<file path="src/rtl/csr_access.sv">
// csr_access: sequences a RISC-V Zicsr instruction as read, optional write, then response
// Ports: i_clk/i_rst clock and sync reset; i_req/o_ready accept handshake with i_funct3,
// i_csr_addr, i_rs1_idx, i_rs1_data, i_zimm operands; i_flush aborts a pending read;
// o_raddr/i_rvalid/i_rdata read side; o_wren/o_waddr/o_wdata write side;
// o_done/o_rd_data/o_illegal completion.
module csr_access #(
  parameter int TIMEOUT = 16
) (
  input  logic        i_clk,
  input  logic        i_rst,
  input  logic        i_req,
  output logic        o_ready,
  input  logic [2:0]  i_funct3,
  input  logic [11:0] i_csr_addr,
  input  logic [4:0]  i_rs1_idx,
  input  logic [31:0] i_rs1_data,
  input  logic [4:0]  i_zimm,
  input  logic        i_flush,
  output logic [11:0] o_raddr,
  input  logic        i_rvalid,
  input  logic [31:0] i_rdata,
  output logic        o_wren,
  output logic [11:0] o_waddr,
  output logic [31:0] o_wdata,
  output logic        o_done,
  output logic [31:0] o_rd_data,
  output logic        o_illegal
);
  typedef enum logic [1:0] {IDLE, READ, WRITE, RESP} state_t;
  state_t      r_state, w_next;
  logic [2:0]  r_funct3;
  logic [11:0] r_addr;
  logic [4:0]  r_rs1_idx, r_zimm;
  logic [31:0] r_rs1_data, r_old;
  logic [7:0]  r_cnt;
  logic        r_illegal;
  logic        w_accept, w_legal_in, w_we, w_timeout;
  logic [31:0] w_src, w_new;
  assign w_accept   = r_state == IDLE && i_req && !i_flush;
  assign w_legal_in = i_funct3[1:0] != 2'b00;
  assign w_src      = r_funct3[2] ? {27'd0, r_zimm} : r_rs1_data;
  // set/clear forms skip the write when their source operand is register x0 or a zero immediate
  assign w_we       = r_funct3[1:0] == 2'b01 || (r_funct3[2] ? r_zimm != 5'd0 : r_rs1_idx != 5'd0);
  assign w_new      = r_funct3[1:0] == 2'b01 ? w_src :
                      r_funct3[1:0] == 2'b10 ? (r_old | w_src) : (r_old & ~w_src);
  assign w_timeout  = r_cnt == 8'(TIMEOUT - 1);
  always_comb begin
    w_next = IDLE;
    // flush outranks a same-cycle rvalid while reading
    w_next = r_state == IDLE  ? (w_accept ? (w_legal_in ? READ : RESP) : IDLE) :
             r_state == READ  ? (i_flush ? IDLE : i_rvalid ? (w_we ? WRITE : RESP) : w_timeout ? RESP : READ) :
             r_state == WRITE ? RESP : IDLE;
  end
  always_ff @(posedge i_clk) begin
    if (i_rst) begin
      r_state    <= IDLE;
      r_funct3   <= '0;
      r_addr     <= '0;
      r_rs1_idx  <= '0;
      r_rs1_data <= '0;
      r_zimm     <= '0;
      r_old      <= '0;
      r_cnt      <= '0;
      r_illegal  <= 1'b0;
    end else begin
      r_state <= w_next;
      if (w_accept) begin
        r_funct3   <= i_funct3;
        r_addr     <= i_csr_addr;
        r_rs1_idx  <= i_rs1_idx;
        r_rs1_data <= i_rs1_data;
        r_zimm     <= i_zimm;
        r_old      <= '0;
        r_cnt      <= '0;
        r_illegal  <= !w_legal_in;
      end
      if (r_state == READ) begin
        r_cnt <= r_cnt + 8'd1;
        if (!i_flush && i_rvalid) r_old <= i_rdata;
        else if (!i_flush && w_timeout) r_illegal <= 1'b1;
      end
    end
  end
  assign o_ready   = r_state == IDLE;
  assign o_raddr   = r_addr;
  assign o_wren    = r_state == WRITE;
  assign o_waddr   = r_addr;
  assign o_wdata   = o_wren ? w_new : 32'd0;
  assign o_done    = r_state == RESP;
  assign o_illegal = o_done && r_illegal;
  assign o_rd_data = o_done && !r_illegal ? r_old : 32'd0;
endmodule

</file>
<file path="config.mk">
export PLATFORM = sky130hd
export DESIGN_NAME = csr_access
export DESIGN_NICKNAME = d
export VERILOG_FILES = /design/src/rtl/csr_access.sv
export SDC_FILE = /design/constraint.sdc
export NUM_CORES = 1
export LEC_CHECK = 0
export BUFFER_PORTS_ARGS = -buffer_cell sky130_fd_sc_hd__buf_2
export CAP_MARGIN = 30
export CORE_ASPECT_RATIO = 1.75
export CORE_MARGIN = 2
export CORE_UTILIZATION = 30
export CTS_CLUSTER_SIZE = 8
export DETAILED_ROUTE_END_ITERATION = 8
export PLACE_DENSITY_LB_ADDON = 0.08
export SYNTH_ARGS = -nofsm -noshare
export SYNTH_HDL_FRONTEND = slang
export SYNTH_SLANG_ARGS = --single-unit
</file>
<file path="constraint.sdc">
create_clock -name i_clk -period 2.9 [get_ports i_clk]
set_input_delay 0.29 -clock i_clk [delete_from_list [all_inputs] [get_ports i_clk]]
set_output_delay 0.29 -clock i_clk [all_outputs]
set_load 0.02 [all_outputs]
</file>
# Yosys cells after proc, flatten, opt, wreduce, memory -nomap -nowiden
# Cells that the tools add are included.
[word_totals]
register_bits = 100
latchBits = 0
mem_bits_rw = 0
mem_bits_ro = 0
word_cells = 58
memories = 0
[classes]
addsub = 1
multipliers = 0
n_div = 0
n_lt_le_gt_ge = 0
eq_ne = 6
shifts = 0
n_mux = 24
bitwise = 3
n_reduce_logical = 15
[ops]
columns = ["op", "n"]
rows = [
  ["$mux W32", 8],
  ["$and A32 B32 Y32", 1],
  ["$not A32 Y32", 1],
  ["$or A32 B32 Y32", 1],
  ["$mux W2", 8],
  ["$mux W8", 2],
  ["$reduce_bool A5 Y1", 2],
  ["$add A8 B1 Y8 const B", 1],
  ["$eq A8 B4 Y1 const B", 1],
  ["$eq A2 B2 Y1 const B", 3],
  ["$logic_and A1 B1 Y1", 6],
  ["$mux W1", 6],
  ["$eq A2 B1 Y1 const B", 2],
  ["$reduce_bool A2 Y1", 2],
  ["$logic_not A1 Y1", 3],
  ["$logic_not A2 Y1", 1],
  ["$logic_or A1 B1 Y1", 1],
]

# Longest topological paths before layout
[logic_depth]
word_depth = 8
mapped_depth = 6
mapped_depth_nobuf = 4

# Least setup slack after synthesis
# Ideal clock, no wire load.
[synth_path]
path_kind = "register -> output"
startpoint = "register r_funct3[2]"
endpoint = "output port o_wdata[0]"
arrival_time_ps = 1765
path_slack_ps = 845
stages_incl_launch_ff = 5
path_buffers = 1
cell_sequence = "dfxtp_1 clkbuf_1 mux2_2 or3b_2 a21oi_1"
[synth_between]
elab_chain_len = 6
elab_cells_between_ends = 7
cone_classes = "4 x mux; 3 x bitwise"
[synth_rtl]
columns = ["element", "line_no", "rtl"]
rows = [
  ["start: declaration", "31", "logic [2:0] r_funct3;"],
  ["start signal: assignment", "68", "r_funct3 <= i_funct3;"],
  ["$mux W32 *", "41", "assign w_src = r_funct3[2] ? {27'd0, r_zimm} : r_rs1_data;"],
  ["$not A32 Y32", "45", "r_funct3[1:0] == 2'b10 ? (r_old | w_src) : (r_old & ~w_src);"],
  ["$and A32 B32 Y32", "45", ""],
  ["$mux W32", "45", ""],
  ["$mux W32 *", "44", "assign w_new = r_funct3[1:0] == 2'b01 ? w_src :"],
  ["$mux W32 *", "88", "assign o_wdata = o_wren ? w_new : 32'd0;"],
  ["end: declaration", "24", "output logic [31:0] o_wdata,"],
]
# Every way passes the cells marked *; elsewhere a longest branch is shown, timed or not.

# Final worst setup path
[layout_path]
startpoint = "register r_state[1]"
endpoint = "output port o_wdata[4]"
[layout_between]
elab_chain_len = 2
[layout_rtl]
columns = ["element", "line_no", "rtl"]
rows = [
  ["start: declaration", "30", "state_t r_state, w_next;"],
  ["start signal: assignment", "66", "r_state <= w_next;"],
  ["$eq A2 B2 Y1", "86", "assign o_wren = r_state == WRITE;"],
  ["$mux W32", "88", ""],
]
# Every way passes these cells.

==> results.toml <==
[run_status]
status = "finished clean"

[synth]
synth_area_um2 = 4922
synth_area_leader_cell = "dfxtp_1"
synthFlopType = "dfxtp_1"
yosys-top-cells-area = "dfxtp_1 (41%), a21oi_1 (13%), nand2_1 (12%)"
async_flop_share = 0
yosysWarnings = 0
syn_inst = 665
synth.yosys.seq_area_share = 0.4067
yosysMostFrequentCell = "nand2_1"
synth_top_area_frac = 0.4067
ys_types = 41
avgSynthCellArea_um2 = 7.402
synth_edf_count = 0
synth-seq-cells = 100
synth_common_cells = "nand2_1 (152), a21oi_1 (124), dfxtp_1 (100), nand3_1 (67), nand2b_1 (47)"
syn_nets = 760

[final_layout]
layout-drive-gt1-share = 0.2778
area_growth_pct = 26.94
final_nets = 900

[floorplanning]
std_cell_rows = 62
die_x_um = 100.8
io_pins = 186
fp.coreArea_um2 = 16210
fp.dieH_um = 173.4
start_util = 0.3036
die-area_um2 = 17490

[clocking]
cts.clk_slew.worst_paths_ns = 0.07
hold_buffers = 0
insertion_delay_ns = 0.35
cts_tree = "built"
h-tree-depth = 3
cts_resized = 0
clockRootBuffer = "clkbuf_16"
clk_path_buf_depth = 2
cts_buffers = 9
postCtsSetupBuffers = 0
cts.sinks = 100

[grt]
overflow = 0
track_usage = 0.1826
grt_first_pass_wirelength_um = 25220
antenna_found_initial = 3
grt_max_degree = 66
grt_pass1_vias = 4794

[routing]
wl_per_cell_um = 16.19
vias = 4987
wirelength_um = 16250
drtAntennaViolNets = 0
drc = 0
via_per_inst = 4.967
drtIter0Drc = 172
dr.pass1.iters = 4

[power_and_ir_drop]
power_density_nw_per_um2 = 512.1
leakage_nw = 2.536
ir_worst_vdd_uv = 245.3
p_total_mw = 3.200

[setup_path]
worstPathArrival_ns = 2.29
worstSetupEndpointType = "output port"
cp_max_fo = 15
setup.worst_path.class = "reg -> out"
worstPathRequired_ns = 2.61
startpoint_type = "flip-flop"

[place]
place_congestion = 0.8208
port_buffers = 185
hpwl_um = 11890

[sta]
tightest_slew_ns = 0.8109
finalCritPeriodShare = 0.8881
drv_slew = 0
fin_worst_skew_ns = 0.006531
max_slew_margin = 0.4586
hold_viol_final = 0
min_period_ns = 2.576
final.setup.tns_ns = 0
finalSetupViolCount = 0
grt_setup_unrepaired = "false"
fmax_mhz = 388.3
finalHoldWorstSlack_ns = 0.1756

[worst_hold_path]
hp-class = "in -> reg"

[job]
cap_viol_max_count = 0
[stage by stage]
stage / cell area (µm²) / setup WS [ns] / utilization / cells
finish: 6248 / 0.3245 / 0.3854 / 1004
global route: 6246 / 0.09531 / 0.3852 / 1003
CTS: 6243 / 0.2868 / 0.3851 / 1002
detailed placement: 5917 / 0.6672 / 0.3649 / 986
global placement: 5917 / 0.6731 / 0.3649 / 986
floorplan: 4922 / 0.8447 / - / 665
[report_power, final]
part / internal (mW) / switching [mW] / leakage, nW
logic: 0.157 / 0.251 / 1.56
registers: 1.43 / 0.0493 / 0.812
clock network: 0.780 / 0.535 / 0.162
[cell type report]
class / count / area [µm²]
clock buffer: 10 / 239.0
clock inverter: 6 / 87.58
tap: 192 / 240.2
fill: 1749 / 9965
antenna: 2 / 5.005
multi-input combinational: 491 / 2618
inverter: 5 / 18.77
sequential: 100 / 2002
timing repair buffer: 198 / 1039
[worst max-delay path, stage by stage (launching register included)]
cell,delay [ns]
dfxtp_1,0.64
nand2b_1,0.52
a211oi_1,0.53
buf_2,0.25
[registers in the layout, summed over array words and instances, names as in the netlist]
register    flops
r_old          32
r_rs1_data     32
o_raddr        12
r_cnt           8
r_rs1_idx       5
r_zimm          5
r_funct3        3
r_state         2
r_illegal       1
[path summary, 6_finish.rpt]
kind | startpoint | slack (ns) | depth (start not counted) | to
max | r_state[1]$_SDFF_PP0_ | 0.32 | 3 | o_wdata[4]
max reg2reg | r_state[1]$_SDFF_PP0_ | 0.65 | 4 | r_old[29]$_SDFF_PP0_
min reg2reg | r_rs1_idx[0]$_SDFFE_PP0P_ | 0.45 | 2 | r_rs1_idx[0]$_SDFFE_PP0P_
min | i_rs1_data[29] | 0.18 | 3 | r_rs1_data[29]$_SDFFE_PP0P_
[routing by layer]
| layer | track usage | part of all wire | up-vias |
|---|---|---|---|
| met5 | 0 | 0 | - |
| li1 | - | - | 2487 |
| met2 | 0.3303 | 0.52 | 153 |
| met3 | 0.03790 | 0.058 | 17 |
| met1 | 0.2071 | 0.40 | 2330 |
| met4 | 0.06336 | 0.019 | 0 |
[layout by cell type, fill, tap and decap left out, types with 2 or more instances in the layout]
master,n
or4_1,2
a31oi_1,3
clkinv_2,2
buf_2,184
or2b_1,11
o211ai_1,3
nor4_1,2
xor2_1,4
nand4b_1,2
nand3_1,67
bufinv_16,2
or3b_2,2
or3_1,3
nor2_1,3
dfxtp_1,100
nand2b_1,47
a21oi_1,124
buf_4,13
inv_1,5
diode_2,2
clkinv_4,2
clkbuf_16,9
a211oi_1,5
and3_1,3
nand2_1,152
mux2i_1,8
and2_1,31
[kinds of logic (layout without fill, tap and decap cells)]
| kind of cell | Yosys count | after routing | share of synthesized area |
|---|---|---|---|
| simple gates | 336 | 336 | 0.3409 |
| compound gates | 140 | 140 | 0.1523 |
| flops | 100 | 100 | 0.4067 |
| buf+inv | 74 | 219 | 0.07016 |
| mux | 9 | 9 | 0.01856 |
| xor+xnor | 5 | 5 | 0.008896 |
| fa+ha+maj | 1 | 1 | 0.002542 |
| other cells | 0 | 2 | 0 |
Power figures use the tool's default switching activity.
